$ cat config.mk
export PLATFORM = sky130hd
export DESIGN_NAME = instr_fetch
export DESIGN_NICKNAME = d
export VERILOG_FILES = /design/src/rtl/instr_fetch.sv
export SDC_FILE = /design/constraint.sdc
export NUM_CORES = 1
export LEC_CHECK = 0
export CORE_ASPECT_RATIO = 1.75
export CORE_MARGIN = 2
export CORE_UTILIZATION = 55
export CTS_BUF_LIST = sky130_fd_sc_hd__clkbuf_4 sky130_fd_sc_hd__clkbuf_8
export DETAILED_ROUTE_END_ITERATION = 6
export PLACE_DENSITY = 0.88
export SETUP_SLACK_MARGIN = 0.5
export SLEW_MARGIN = 0
export SYNTH_ARGS = -nofsm -noshare
export SYNTH_HDL_FRONTEND = slang
export SYNTH_SLANG_ARGS = --single-unit
$ cat constraint.sdc
create_clock -name clk -period 9.51 [get_ports clk]
set_clock_uncertainty 0.2 [all_clocks]
set_input_delay 2.3775 -clock clk [delete_from_list [all_inputs] [get_ports clk]]
set_output_delay 2.3775 -clock clk [all_outputs]
set_load 0.1 [all_outputs]
$ cat src/rtl/instr_fetch.sv
// Instruction fetch stage: PC, ROM addressing, instruction queue to decode.
// Optional macro FETCH_MISALIGN_CHK_EN traps misaligned redirect targets.
module instr_fetch #(
    parameter logic [31:0] RESET_PC = 32'h0000_0000,
    parameter int          DEPTH    = 2
) (
    input  logic        clk,
    input  logic        rst,
    output logic [9:0]  rom_addr,
    input  logic [31:0] rom_data,
    input  logic        redirect,
    input  logic [31:0] redirect_pc,
    input  logic        halt,
    output logic        if_valid,
    input  logic        if_ready,
    output logic [31:0] if_instr,
    output logic [31:0] if_pc,
    output logic [31:0] pc,
    output logic        misalign
);

    localparam int PW = $clog2(DEPTH);
    localparam int CW = $clog2(DEPTH + 1);
    localparam logic [CW-1:0] FULL = CW'(DEPTH);

    typedef enum logic [1:0] {
        RUN  = 2'd0,
        HALT = 2'd1,
        ERR  = 2'd2
    } state_t;

    state_t        state;
    state_t        state_nx;
    logic [31:0]   q_pc    [DEPTH];
    logic [31:0]   q_instr [DEPTH];
    logic [PW-1:0] head;
    logic [PW-1:0] tail;
    logic [CW-1:0] count;
    logic [31:0]   target;
    logic          bad_tgt;
    logic          fetch_en;
    logic          redir_go;
    logic          pop;
    logic          push;

`ifdef FETCH_MISALIGN_CHK_EN
    assign target  = redirect_pc;
    assign bad_tgt = redirect_pc[1:0] != 2'b00;
`else
    assign target  = redirect_pc & 32'hFFFF_FFFC;
    assign bad_tgt = 1'b0;
`endif

    assign rom_addr = pc[11:2];
    assign if_valid = count != '0;
    assign if_instr = if_valid ? q_instr[head] : 32'h0;
    assign if_pc    = if_valid ? q_pc[head] : 32'h0;
    assign pop      = if_valid && if_ready;
    assign push     = fetch_en && !redirect && (count < FULL || pop);

    // State register
    always_ff @(posedge clk) begin
        if (rst) begin
            state <= RUN;
        end else begin
            state <= state_nx;
        end
    end

    // Next-state: redirect wins over halt; a bad target traps into ERR
    always_comb begin
        state_nx = state;
        unique case (state)
            RUN, HALT: begin
                if (redirect) begin
                    if (bad_tgt) begin
                        state_nx = ERR;
                    end else if (halt) begin
                        state_nx = HALT;
                    end else begin
                        state_nx = RUN;
                    end
                end else if (halt) begin
                    state_nx = HALT;
                end
            end
            ERR:     state_nx = ERR;
            default: state_nx = RUN;
        endcase
    end

    // State-decoded controls
    always_comb begin
        fetch_en = state == RUN;
        redir_go = redirect && (state != ERR);
        misalign = 1'b0;
`ifdef FETCH_MISALIGN_CHK_EN
        misalign = state == ERR;
`endif
    end

    // PC and queue pointers; a redirect flushes and drops any push
    always_ff @(posedge clk) begin
        if (rst) begin
            pc    <= RESET_PC;
            head  <= '0;
            tail  <= '0;
            count <= '0;
        end else if (redir_go) begin
            head  <= '0;
            tail  <= '0;
            count <= '0;
            if (!bad_tgt) begin
                pc <= target;
            end
        end else begin
            if (push) begin
                tail <= tail + PW'(1);
                pc   <= pc + 32'd4;
            end
            if (pop) begin
                head <= head + PW'(1);
            end
            unique case ({push, pop})
                2'b10:   count <= count + CW'(1);
                2'b01:   count <= count - CW'(1);
                default: count <= count;
            endcase
        end
    end

    // Queue storage, written at the tail on push
    always_ff @(posedge clk) begin
        if (push && !rst) begin
            q_pc[tail]    <= pc;
            q_instr[tail] <= rom_data;
        end
    end

endmodule

==> results of run 1 <==
[kinds of logic after synthesis]
kind of cell               Yosys count  share of synthesized area
xor gates and xnor gates             6                    0.00752
other                                1                   0.000537
AOI/OAI and AO/OA                   77                     0.0819
and+or+nand+nor                    193                      0.140
DFF                                161                      0.639
buffers and inverters               55                     0.0382
muxes                               62                     0.0889
adders and majority gates            2                    0.00358
[registers in the layout, summed over array words and instances, names as in the netlist, named ones only]
| name | count |
|---|---|
| pc | 30 |
| tail | 1 |
| q_pc | 60 |
| count | 2 |
| q_instr | 64 |
| head | 1 |
| state | 2 |
[per-stage QoR]
step / total power, W / hold WS, ns / cells / area, sq um / setup slack, ns
3_3_place_gp: 0.00116 / 0.268 / 859 / 8740 / 4.22
5_1_grt: 0.00175 / 0.330 / 891 / 9180 / 3.71
3_5_place_dp: 0.00117 / 0.289 / 859 / 8740 / 4.11
4_1_cts: 0.00170 / 0.301 / 891 / 9180 / 3.84
6_report: 0.00170 / 0.308 / 891 / 9180 / 3.91
2_1_floorplan: 0.00108 / 0.252 / 561 / 7000 / 3.31
[power by group]
part / internal [W] / switching [W] / leakage, nW
Clock: 0.000297 / 0.000240 / 0.212
Combinational: 0.0000885 / 0.000256 / 1.27
Sequential: 0.000784 / 0.0000306 / 1.45
[layout make-up]
class	instances	area, sq um	share of cell area
tap	168	210	0.0229
clock buffer	20	256	0.0280
sequential	161	4470	0.487
inverter	10	37.5	0.00409
multi-input combinational	345	2280	0.249
timing repair buffer	175	1740	0.189
clock inverter	12	181	0.0198
[worst min-delay path by stage]
stage	start	to	slack, ns	depth (start not counted)
final	state[1]	state[0]	0.31	1
after detailed placement	state[1]	state[0]	0.29	1
after CTS	state[1]	state[0]	0.30	1
after global placement	state[1]	state[0]	0.27	1
after floorplan	state[1]	state[0]	0.25	1
after global routing	state[1]	state[0]	0.33	1
[worst max-delay path, cell delays in order, from the launching register on]
cell and delay [ns]:
dfxtp_4 1.04, mux2i_1 0.19, nor2_1 0.14, clkdlybuf4s50_1 1.16
[per-layer routing]
| layer | vias to the layer above | wire [microns] | GRT usage |
|---|---|---|---|
| li1 | 2419 | - | - |
| met1 | 2490 | 5680 | 0.266 |
| met2 | 350 | 9060 | 0.430 |
| met3 | 66 | 1390 | 0.0535 |
| met4 | 0 | 753 | 0.136 |
| met5 | - | 0 | 0 |
[cell usage after synthesis, types with 8 or more instances]
library cell / count / area share
or4_1: 17 / 0.018
mux2i_1: 62 / 0.089
nor2_1: 81 / 0.044
o211ai_1: 14 / 0.015
a31oi_1: 13 / 0.012
edfxtp_1: 124 / 0.53
or3_1: 8 / 0.0072
a22oi_1: 8 / 0.0086
nand2_1: 27 / 0.015
nand4_1: 17 / 0.015
dfxtp_1: 37 / 0.11
inv_1: 10 / 0.0054
clkbuf_1: 24 / 0.013
buf_4: 15 / 0.016
==> impl_results.md, run 1 <==
* Peak VDD IR at about 0.13 mV
* CTS Buffer Depth at 2
* FF-to-FF Start: count[1]
* CTS Hold Bufs at 0
* Final hold vios at 0
* Crit share post-route at 0.589
* Critical Path RT at 6.93 ns
* Register area share after synthesis at 0.639
* Vias in the first global route at 5,260
* Critical path endpoint: if_pc[11]
* # fillers at 831
* Grt ovf at 0
* Max Clk Rate at between 0.15 and 0.2 GHz
* Vias at about 5.3k
* First-pass GRT wire length at ~26,000 microns
* Status: completed
* Initial Util at 0.562
* Fin Setup TNS at 0 ns
* N_diodes at 0
* Buffers added on ports at ~170
* Core area at roughly 12,000 sq um
* Die H at 153 microns
* Total GRT Usage at 0.246
* Io pins at ~180
* GP Congestion at 0.923
* Hold crit path type: register to register
* Peak fanout along the critical path at 62
* Max-slew violations at 0
* Period minus WS final at between 5 and 6 ns
* Worst setup EP type: output pin
* Pin count of the biggest net entering global routing at 64
* Crit path DAT at between 3 and 4 ns
* Worst r2r path cells at 4
* Post-synth EDFFs at approximately 120
* Num CTS Buffers at 17
* Unrepaired setup endpoints after global routing: false
* WS Path Type: register to output pin
* DR pass1 iterations at 5
* Skew-Pair Late Insertion Delay at roughly 0.43 ns
* R2r setup slk at ~6.7 ns
* Post-DRT Antenna Nets at 0
* Cell Area, Synth at ~7000 sq um
* Most frequent cells in the layout: clkdlybuf4s50_1, edfxtp_1, nor2_1
* Count of yosys warnings during synthesis at 0
* Num Clock Sinks at approximately 160
* Final nets at roughly 780
* Main synth FF type: edfxtp_1
* Initial antenna violation count at 0
* Setup violators final at 0
* Pwr/cell area at roughly 180 nW/um^2
* # Max-Cap Violations at 0
* CTS clk-pin slew, worst paths at ~0.080 ns
* DRC at 0
* Fraction of layout cells with a size suffix above 1 at 0.0678
* Post-CTS Resized at 0
* Layout area overhead at 31.4%
* Syn Inst Count at 557
* Die Width at 89.2 microns
* Setup Fix Bufs, Post-CTS at 0
* H-tree depth at 4
* Worst slew margin at 0.292
* Routed Wire Length at between 15,000 and 20,000 microns
* Total die area at between 10,000 and 15,000 sq um
* CTS tree: yes
* Flops & latches, synth at approximately 160
* Most common cell after layout, fill and taps aside: clkdlybuf4s50_1
* Initial DRC Count at about 390
* Distinct cells, synth at 55
* Root Buffer: clkbuf_8
* Detail Placement HPWL at 11,200 microns
* Worst-margin pin slew at 1.06 ns
* Row count at 54
* Final Util at 0.738
* Leak pwr at 2.93 nW
* WL/cell at roughly 19 microns
* Ys async rst share at 0
* Startpoint class of the critical path: register
* FF-to-FF End: q_instr[1][1]
* Average size of a mapped cell at 12.5 sq um
* Routed vias/inst at ~6
No activity file was read; power rests on OpenSTA's default activity.
==> run 2: changes to the inputs <==
- CORE_UTILIZATION: 55 -> 46
- PLACE_DENSITY: 0.88 -> 0.79
- clock period: 9.51 -> 4.8 ns (I/O delays scaled with it)
==> impl_results.md, run 2 (synthesis results as in run 1) <==
* Status: completed
* Layout area overhead at 30.0%
* CTS Hold Bufs at 0
* Top reg by flops: q_instr
* Leak pwr at 2.97 nW
* Max-slew violations at 0
* Startpoint class of the critical path: register
* Worst slew margin at 0.297
* Grt ovf at 0
* Worst setup EP type: output pin
* Period minus WS final at around 4.0 ns
* # fillers at between 1k and 1.5k
* Vias at roughly 5.2k
* Total GRT Usage at 0.208
* N_diodes at 0
* Internal at 0.00215 W
* Sequential share of power at 0.502
* Sequential cell area at between 4000 and 5000 sq um
* Number of flip-flops in the largest register at between 60 and 70
* Most common cell after layout, fill and taps aside: clkdlybuf4s50_1
* Unrepaired setup endpoints after global routing: false
* Initial DRC Count at between 200 and 250
* Core area at between 10,000 and 15,000 sq um
* Pin count of the biggest net entering global routing at 63
* Num CTS Buffers at 17
* Total die area at ~16,000 sq um
* Io pins at 177
* Num Clock Sinks at around 160
* Crit share post-route at 0.839
* Worst-margin pin slew at between 1 and 1.5 ns
* CTS clk-pin slew, worst paths at about 0.090 ns
* DRC at 0
* Die Width at 97.1 microns
* CTS Buffer Depth at 2
* WL/cell at roughly 19 microns
* Root Buffer: clkbuf_8
* Setup Fix Bufs, Post-CTS at 0
* Most frequent cells in the layout: clkdlybuf4s50_1, edfxtp_1, nor2_1
* Clk network pwr share at 0.286
* Post-CTS Resized at 0
* Multi-input gate area at 2280 sq um
* Hold crit path type: register to register
* Row count at 59
* Pwr/cell area at 353 nW/um^2
* Biggest regs: q_instr (64), q_pc (60), pc (30)
* Gate power share at 0.212
* Hold slack at slightly above 0.3 ns
* Final nets at roughly 800
* Fraction of layout cells with a size suffix above 1 at 0.113
* Skew-Pair Late Insertion Delay at approximately 0.43 ns
* Vias in the first global route at approximately 5.3k
* Peak fanout along the critical path at 34
* GP Congestion at 0.912
* Buffers added on ports at roughly 170
* WS Path Type: register to output pin
* Critical Path RT at roughly 3.4 ns
* Fin Setup TNS at 0 ns
* Die H at 167 microns
* Max Clk Rate at ~0.25 GHz
* Post-DRT Antenna Nets at 0
* Setup violators final at 0
* Routed Wire Length at ~17,000 microns
* CTS tree: yes
* H-tree depth at 4
* Overall power at ~0.0032 W
* Initial Util at 0.471
* Detail Placement HPWL at 11,800 microns
* DR pass1 iterations at 5
* Peak VDD IR at about 0.17 mV
* Crit path DAT at ~2.6 ns
* Psw at 0.00106 W
* Switching Share at 0.331
* # Max-Cap Violations at 0
* Final hold vios at 0
* First-pass GRT wire length at between 20,000 and 30,000 microns
* Routed vias/inst at ~5.7
* Initial antenna violation count at 0
run 2: final cells by class:
cell class,instances,area share
Sequential cell,161,0.492
Multi-Input combinational cell,345,0.252
Timing Repair Buffer,176,0.186
Clock buffer,18,0.0266
Tap cell,183,0.0252
Clock inverter,14,0.0145
Inverter,10,0.00413
run 2: routing by layer:
layer / up-vias / track usage / part of all wire
met5: - / 0 / 0
met4: 0 / 0.110 / 0.036
met3: 44 / 0.0457 / 0.050
met2: 212 / 0.385 / 0.54
met1: 2495 / 0.217 / 0.37
li1: 2410 / - / -
run 2: through the flow:
stage          utilization  instance area [sq um]  setup WS (ns)  instances
4_1_cts              0.612                   9080          0.714        907
2_1_floorplan            -                   7000          0.808        561
5_1_grt              0.612                   9080          0.595        907
3_5_place_dp         0.587                   8710          0.828        875
3_3_place_gp         0.587                   8710          0.843        875
6_report             0.612                   9080          0.771        907
run 2: critical path, stage by stage, from the launching register on:
cell             delay, ns
dfxtp_1               0.38
nor2_4                0.63
nor2_1                0.16
clkdlybuf4s50_1       1.01
run 2: power groups by stage:
stage / clock network [W] / registers, W / logic (W)
final: 0.000918 / 0.00161 / 0.000680
after global routing: 0.000998 / 0.00162 / 0.000704
after CTS: 0.000944 / 0.00161 / 0.000683
after detailed placement: 0 / 0.00164 / 0.000681
after global placement: 0 / 0.00164 / 0.000674
after floorplan: 0 / 0.00174 / 0.000385
run 2: path summary, 6_finish.rpt:
kind | endpoint | slack (ns) | startpoint | cells past startpoint
worst max-delay path | if_pc[25] | 0.77 | count[1] | 3
worst min-delay path | state[0] | 0.31 | state[1] | 1
worst max register to register | pc[28] | 2.26 | pc[3] | 5
worst min register to register | state[0] | 0.31 | state[1] | 1
